===== config.mk =====
export PLATFORM = sky130hd
export DESIGN_NAME = usb_hub_upstream_arbiter
export DESIGN_NICKNAME = d
export VERILOG_FILES = /design/src/rtl/usb_hub_upstream_arbiter.sv
export SDC_FILE = /design/constraint.sdc
export NUM_CORES = 1
export LEC_CHECK = 0
export CAP_MARGIN = 20
export CORE_MARGIN = 10
export CORE_UTILIZATION = 30
export DETAILED_ROUTE_END_ITERATION = 7
export GPL_ROUTABILITY_DRIVEN = 0
export GPL_TIMING_DRIVEN = 0
export PLACE_DENSITY_LB_ADDON = 0.1
export SLEW_MARGIN = 25
export SYNTH_ARGS = -nofsm -noshare
export SYNTH_HDL_FRONTEND = slang
export SYNTH_SLANG_ARGS = --single-unit

===== constraint.sdc =====
create_clock -name hi_clock -period 4.2 [get_ports hi_clock]
set_input_delay 0.42 -clock hi_clock [delete_from_list [all_inputs] [get_ports hi_clock]]
set_output_delay 0.42 -clock hi_clock [all_outputs]
set_load 0.02 [all_outputs]

===== src/rtl/usb_hub_upstream_arbiter.sv =====
// Upstream transmit arbiter for a USB hub: round-robin packet-level
// ownership of the host link, inter-packet gap and babble cut-off.
module usb_hub_upstream_arbiter #(
    parameter int NUM_USB_DEVICES = 1,
    parameter int IDX_W           = (NUM_USB_DEVICES > 1) ? $clog2(NUM_USB_DEVICES) : 1,
    parameter int GAP_CYCLES      = 16,
    parameter int MAX_PKT_CYCLES  = 1024
) (
    input  logic                       hi_clock,
    input  logic                       reset,
    input  logic [NUM_USB_DEVICES-1:0] port_req,
    input  logic [NUM_USB_DEVICES-1:0] port_eop,
    input  logic [NUM_USB_DEVICES-1:0] port_reenable,
    input  logic                       host_busy,
    output logic [NUM_USB_DEVICES-1:0] grant,
    output logic [IDX_W-1:0]           grant_idx,
    output logic                       busy,
    output logic                       host_tx_en,
    output logic [NUM_USB_DEVICES-1:0] port_disabled,
    output logic                       babble_irq
);

    localparam int N     = NUM_USB_DEVICES;
    localparam int PKT_W = $clog2(MAX_PKT_CYCLES + 1);
    localparam int GAP_W = $clog2(GAP_CYCLES + 1);

    localparam logic [PKT_W-1:0] PKT_LAST = PKT_W'(MAX_PKT_CYCLES - 1);
    localparam logic [GAP_W-1:0] GAP_LAST = GAP_W'(GAP_CYCLES - 1);

    typedef enum logic [1:0] {
        ST_IDLE,
        ST_GRANT,
        ST_GAP
    } state_e;

    state_e           state_q, state_d;
    logic [N-1:0]     grant_q, grant_d;
    logic [IDX_W-1:0] grant_idx_q, grant_idx_d;
    logic             busy_q, busy_d;
    logic [IDX_W-1:0] rr_ptr_q, rr_ptr_d;
    logic [PKT_W-1:0] pkt_timer_q, pkt_timer_d;
    logic [GAP_W-1:0] gap_timer_q, gap_timer_d;
    logic [N-1:0]     port_disabled_q, port_disabled_d;
    logic             babble_irq_q, babble_irq_d;

    logic [N-1:0]     eligible;
    logic             sel_found;
    logic [IDX_W-1:0] sel_idx;
    logic [N-1:0]     sel_onehot;
    logic             owner_req;
    logic             owner_eop;
    logic [IDX_W-1:0] next_rr;
    logic [N-1:0]     set_dis;
    logic             exit_pkt;

    function automatic int rot_idx(input int base, input int k);
        int j;
        j = base + k;
        if (j >= N) begin
            j = j - N;
        end
        return j;
    endfunction

    assign eligible  = port_req & ~port_disabled_q;
    assign owner_req = |(port_req & grant_q);
    assign owner_eop = |(port_eop & grant_q);
    assign next_rr   = (int'(grant_idx_q) == N - 1) ? '0 : grant_idx_q + IDX_W'(1);

    // First eligible port at or after rr_ptr, wrapping modulo N.
    always_comb begin
        sel_found  = 1'b0;
        sel_idx    = '0;
        sel_onehot = '0;
        for (int k = 0; k < N; k++) begin
            if (!sel_found && eligible[rot_idx(int'(rr_ptr_q), k)]) begin
                sel_found = 1'b1;
                sel_idx   = IDX_W'(rot_idx(int'(rr_ptr_q), k));
            end
        end
        for (int i = 0; i < N; i++) begin
            sel_onehot[i] = (sel_idx == IDX_W'(i));
        end
    end

    always_comb begin
        state_d      = state_q;
        grant_d      = grant_q;
        grant_idx_d  = grant_idx_q;
        busy_d       = busy_q;
        rr_ptr_d     = rr_ptr_q;
        pkt_timer_d  = pkt_timer_q;
        gap_timer_d  = gap_timer_q;
        babble_irq_d = 1'b0;
        set_dis      = '0;
        exit_pkt     = 1'b0;

        unique case (state_q)
            ST_IDLE: begin
                gap_timer_d = '0;
                if (!host_busy && sel_found) begin
                    state_d     = ST_GRANT;
                    grant_d     = sel_onehot;
                    grant_idx_d = sel_idx;
                    busy_d      = 1'b1;
                    pkt_timer_d = '0;
                end
            end
            ST_GRANT: begin
                if (pkt_timer_q != '1) begin
                    pkt_timer_d = pkt_timer_q + PKT_W'(1);
                end
                // EOP outranks babble, which outranks abort.
                if (owner_eop) begin
                    exit_pkt = 1'b1;
                end else if (pkt_timer_q == PKT_LAST) begin
                    exit_pkt     = 1'b1;
                    babble_irq_d = 1'b1;
                    set_dis      = grant_q;
                end else if (!owner_req) begin
                    exit_pkt = 1'b1;
                end
                if (exit_pkt) begin
                    state_d     = ST_GAP;
                    grant_d     = '0;
                    busy_d      = 1'b0;
                    gap_timer_d = '0;
                    rr_ptr_d    = next_rr;
                end
            end
            ST_GAP: begin
                if (gap_timer_q == GAP_LAST) begin
                    state_d     = ST_IDLE;
                    gap_timer_d = '0;
                end else if (gap_timer_q != '1) begin
                    gap_timer_d = gap_timer_q + GAP_W'(1);
                end
            end
            default: begin
                state_d = ST_IDLE;
                grant_d = '0;
                busy_d  = 1'b0;
            end
        endcase

        // A babble cut-off in the same cycle as a re-enable keeps the port off.
        port_disabled_d = (port_disabled_q & ~port_reenable) | set_dis;
    end

    always_ff @(posedge hi_clock) begin
        if (reset) begin
            state_q         <= ST_IDLE;
            grant_q         <= '0;
            grant_idx_q     <= '0;
            busy_q          <= 1'b0;
            rr_ptr_q        <= '0;
            pkt_timer_q     <= '0;
            gap_timer_q     <= '0;
            port_disabled_q <= '0;
            babble_irq_q    <= 1'b0;
        end else begin
            state_q         <= state_d;
            grant_q         <= grant_d;
            grant_idx_q     <= grant_idx_d;
            busy_q          <= busy_d;
            rr_ptr_q        <= rr_ptr_d;
            pkt_timer_q     <= pkt_timer_d;
            gap_timer_q     <= gap_timer_d;
            port_disabled_q <= port_disabled_d;
            babble_irq_q    <= babble_irq_d;
        end
    end

    assign grant         = grant_q;
    assign grant_idx     = grant_idx_q;
    assign busy          = busy_q;
    assign host_tx_en    = busy_q;
    assign port_disabled = port_disabled_q;
    assign babble_irq    = babble_irq_q;

endmodule


==> impl_metrics.csv <==
group,metric,value,unit
timing,skew,0.002419,ns
power,combPwrFrac,0.106,
detailed_routing,ant_nets,0,
cells_and_area,postLayoutCoreUtil,0.3691,
die,start_util,0.3120,
placement,placed_cells,190,
detailed_routing,finalWirelength,2945,um
timing,setup_ws,2.138,ns
placement,dpl_cell_area,0.001303,sq mm
critical_path,critPathMaxStageDelay,0.48,ns
timing,maxSlewHeadroom,0.6483,
placement,post-place-ws,1.878,ns
worst_hold_path,hold_path.class,"register to register",
power,power_density,283.3,mW/mm^2
critical_path,cp.required,4.40,ns
cells_and_area,antenna_cells_inserted,0,
global_route,antenna_found_initial,0,
clock_tree,worst_skew_pair.late_latency,0.26,ns
yosys,synth.top_cell.area_share,0.3680,
yosys,synth_nets,140,
power,leakagePower,0.4311,nW
timing,fmax,485.0,MHz
power,swShare,0.2536,
yosys,synth_cells,132,
placement,io_buffers,10,
critical_path,start_kind,"primary input",
critical_path,crit_chain,"clkdlybuf4s50_1 > nor3b_1 > o21ai_0 > clkbuf_1 > or4_1 > a21oi_1",
detailed_routing,num_vias,1090,
global_route,grt_max_degree,14,
power,switching_power,97.07,uW
timing,tightest_slew,0.5276,ns
power,clock_power_share,0.360,
die,pin_count,12,
yosys,synth_area_per_cell,8.654,sq um
clock_tree,cts-root-buf,"clkbuf_8",
clock_tree,cts_buffer_depth,2,
flow_run,max_cap_viol_count,0,
clock_tree,cts.htree.levels,1,
cells_and_area,final_area,0.001351,sq mm
yosys,ys_dominant_reg_cell,"dfxtp_1",
clock_tree,cts_resized,0,
power,totalPowerFinal,382.8,uW
timing,period_needed,2.062,ns
global_route,grt_use_total,0.09366,
power,internal_power,285.7,uW
yosys,synth_seq_cells,21,
yosys,synth_edf_count,0,
detailed_routing,viasPerCell,5.619,
detailed_routing,post-route-drc-count,0,
timing,fin_setup_tns,0,ns
critical_path,slowest_stage,"clkdlybuf4s50_1",
cells_and_area,final_cells,194,
global_route,grt_overflow_total,0,
global_route,grt_pass1_vias,1035,
placement,dpl.hpwl,2200,um
outcome,outcome,"complete, no violations",
detailed_routing,drtPass1Iterations,4,
timing,fin_crit_sh,0.4909,
clock_tree,numCtsBuffers,3,
yosys,synthArstFlopShare,0,
cells_and_area,nets,155,
timing,finalHoldViolCount,0,
die,die_h,81.71,um
timing,rsz0062_at_grt,"false",
die,row_count,22,
detailed_routing,drt_iter0_drc,140,
die,fp.dieW,81.71,um
timing,final_max_slew_viol_count,0,
clock_tree,cts_tree,"built",
critical_path,critPathArrivalTime,2.26,ns
detailed_routing,wire_per_inst,15.18,um
clock_tree,postCtsHoldBufs,0,
yosys,synth_top_area_cell,"dfxtp_1",
cells_and_area,layout-drive-gt1-share,0.09589,
yosys,yosysWarnings,0,
critical_path,worst-setup-path-type,"primary input to register",
clock_tree,numClockSinks,21,
yosys,synth.area.top_cells,"dfxtp_1, a21oi_1, o21ai_0",
timing,holdWs,0.4892,ns
yosys,ys_types,40,
timing,report.final.setup_viol,0,
clock_tree,clk_pin_slew,0.08,ns
critical_path,critPathMaxFanout,10,
clock_tree,postCtsSetupBuffers,0,
global_route,grt_pass1_wl,5050,um
yosys,syn-cell-area,0.001142,sq mm
power,power.share.sequential,0.534,
die,coreArea,0.003661,sq mm
die,die-area,0.006676,sq mm
critical_path,cp-end-kind,"register",
power,ir_drop,0.1589,mV
cells_and_area,area_growth,18.29,%
yosys,seq_area_frac_synth,0.3680,
==> cell usage in the layout, fill, tap and decap left out, types with 2 or more instances in the layout <==
master,synthesis,final
buf_4,3,3
dfxtp_1,21,21
nand4_1,7,7
inv_1,2,2
clkbuf_8,0,3
nand2b_1,5,5
and3_1,2,2
o21ai_0,9,9
a311oi_1,2,2
ha_1,2,2
clkbuf_1,3,3
nand2_1,6,6
a41oi_1,2,2
a31oi_1,4,4
nand3_1,7,7
nand4b_1,2,2
nor4b_1,2,2
nand3b_1,3,3
buf_2,2,2
o31ai_1,4,4
clkdlybuf4s50_1,0,10
and4_4,2,2
nor2_1,2,2
a21oi_1,12,12
nor2b_1,5,5
or3_1,2,2
and4_1,2,2
or4_1,5,5
==> path summary, 6_finish.rpt <==
kind | from | to | slack (ns) | cells after the start
max | port_req | pkt_timer_q[4] | 2.14 | 6
min | gap_timer_q[4] | gap_timer_q[4] | 0.49 | 2
max reg2reg | pkt_timer_q[0] | gap_timer_q[0] | 2.28 | 5
min reg2reg | gap_timer_q[4] | gap_timer_q[4] | 0.49 | 2
==> power groups by stage <==
stage          registers, mW  clock network, mW  logic (mW)
6_report               0.204              0.138      0.0405
5_1_grt                0.205              0.152      0.0448
4_1_cts                0.204              0.143      0.0403
3_5_place_dp           0.209                  0      0.0401
3_3_place_gp           0.209                  0      0.0398
2_1_floorplan          0.209                  0      0.0230
==> sequential cells by signal (all words and copies together), names as in the netlist <==
register,flops
babble_irq,1
gap_timer_q,5
grant,1
pkt_timer_q,11
port_disabled,1
state_q,2
==> cells in the mapped netlist (3+ instances only) <==
cell      instances
or4_1             5
nor2b_1           5
nand2b_1          5
nand3_1           7
a31oi_1           4
dfxtp_1          21
o21ai_0           9
nand4_1           7
clkbuf_1          3
nand2_1           6
o31ai_1           4
buf_4             3
a21oi_1          12
nand3b_1          3
==> metal layers <==
metal | GRT usage | up-vias | part of all wire
li1 | - | 539 | -
met1 | 0.1248 | 530 | 0.48
met2 | 0.1430 | 19 | 0.47
met3 | 0.01638 | 2 | 0.047
met4 | 0.04422 | 0 | 0.0075
met5 | 0 | - | 0
==> kinds of logic (layout without fill, tap and decap cells) <==
kind of cell	after synthesis	after routing	synth area share
other	1	1	0.003283
adder cells (fa/ha/maj)	2	2	0.02190
multiplexers	2	2	0.01862
buffers and inverters	11	25	0.05476
AO/OA/AOI/OAI	39	39	0.2147
flip-flops	21	21	0.3680
AND/OR/NAND/NOR	56	56	0.3187
==> worst max-delay path: cells and delay by family <==
kind | cells | cell delay, ns
simple gates | 2 | 0.74
compound gates | 2 | 0.35
buf+inv | 2 | 0.74
==> area by class of cell <==
cell class	count	area, sq um
flip-flops and latches	21	420.4
repair buffers	10	100.1
plain buffers	9	55.05
clock buffers	3	41.29
fillers	404	2310
inverters	2	7.507
clock inverters	1	7.507
well taps	48	60.06
multi-input cells	100	659.4
No activity file was read; power rests on OpenSTA's default activity.
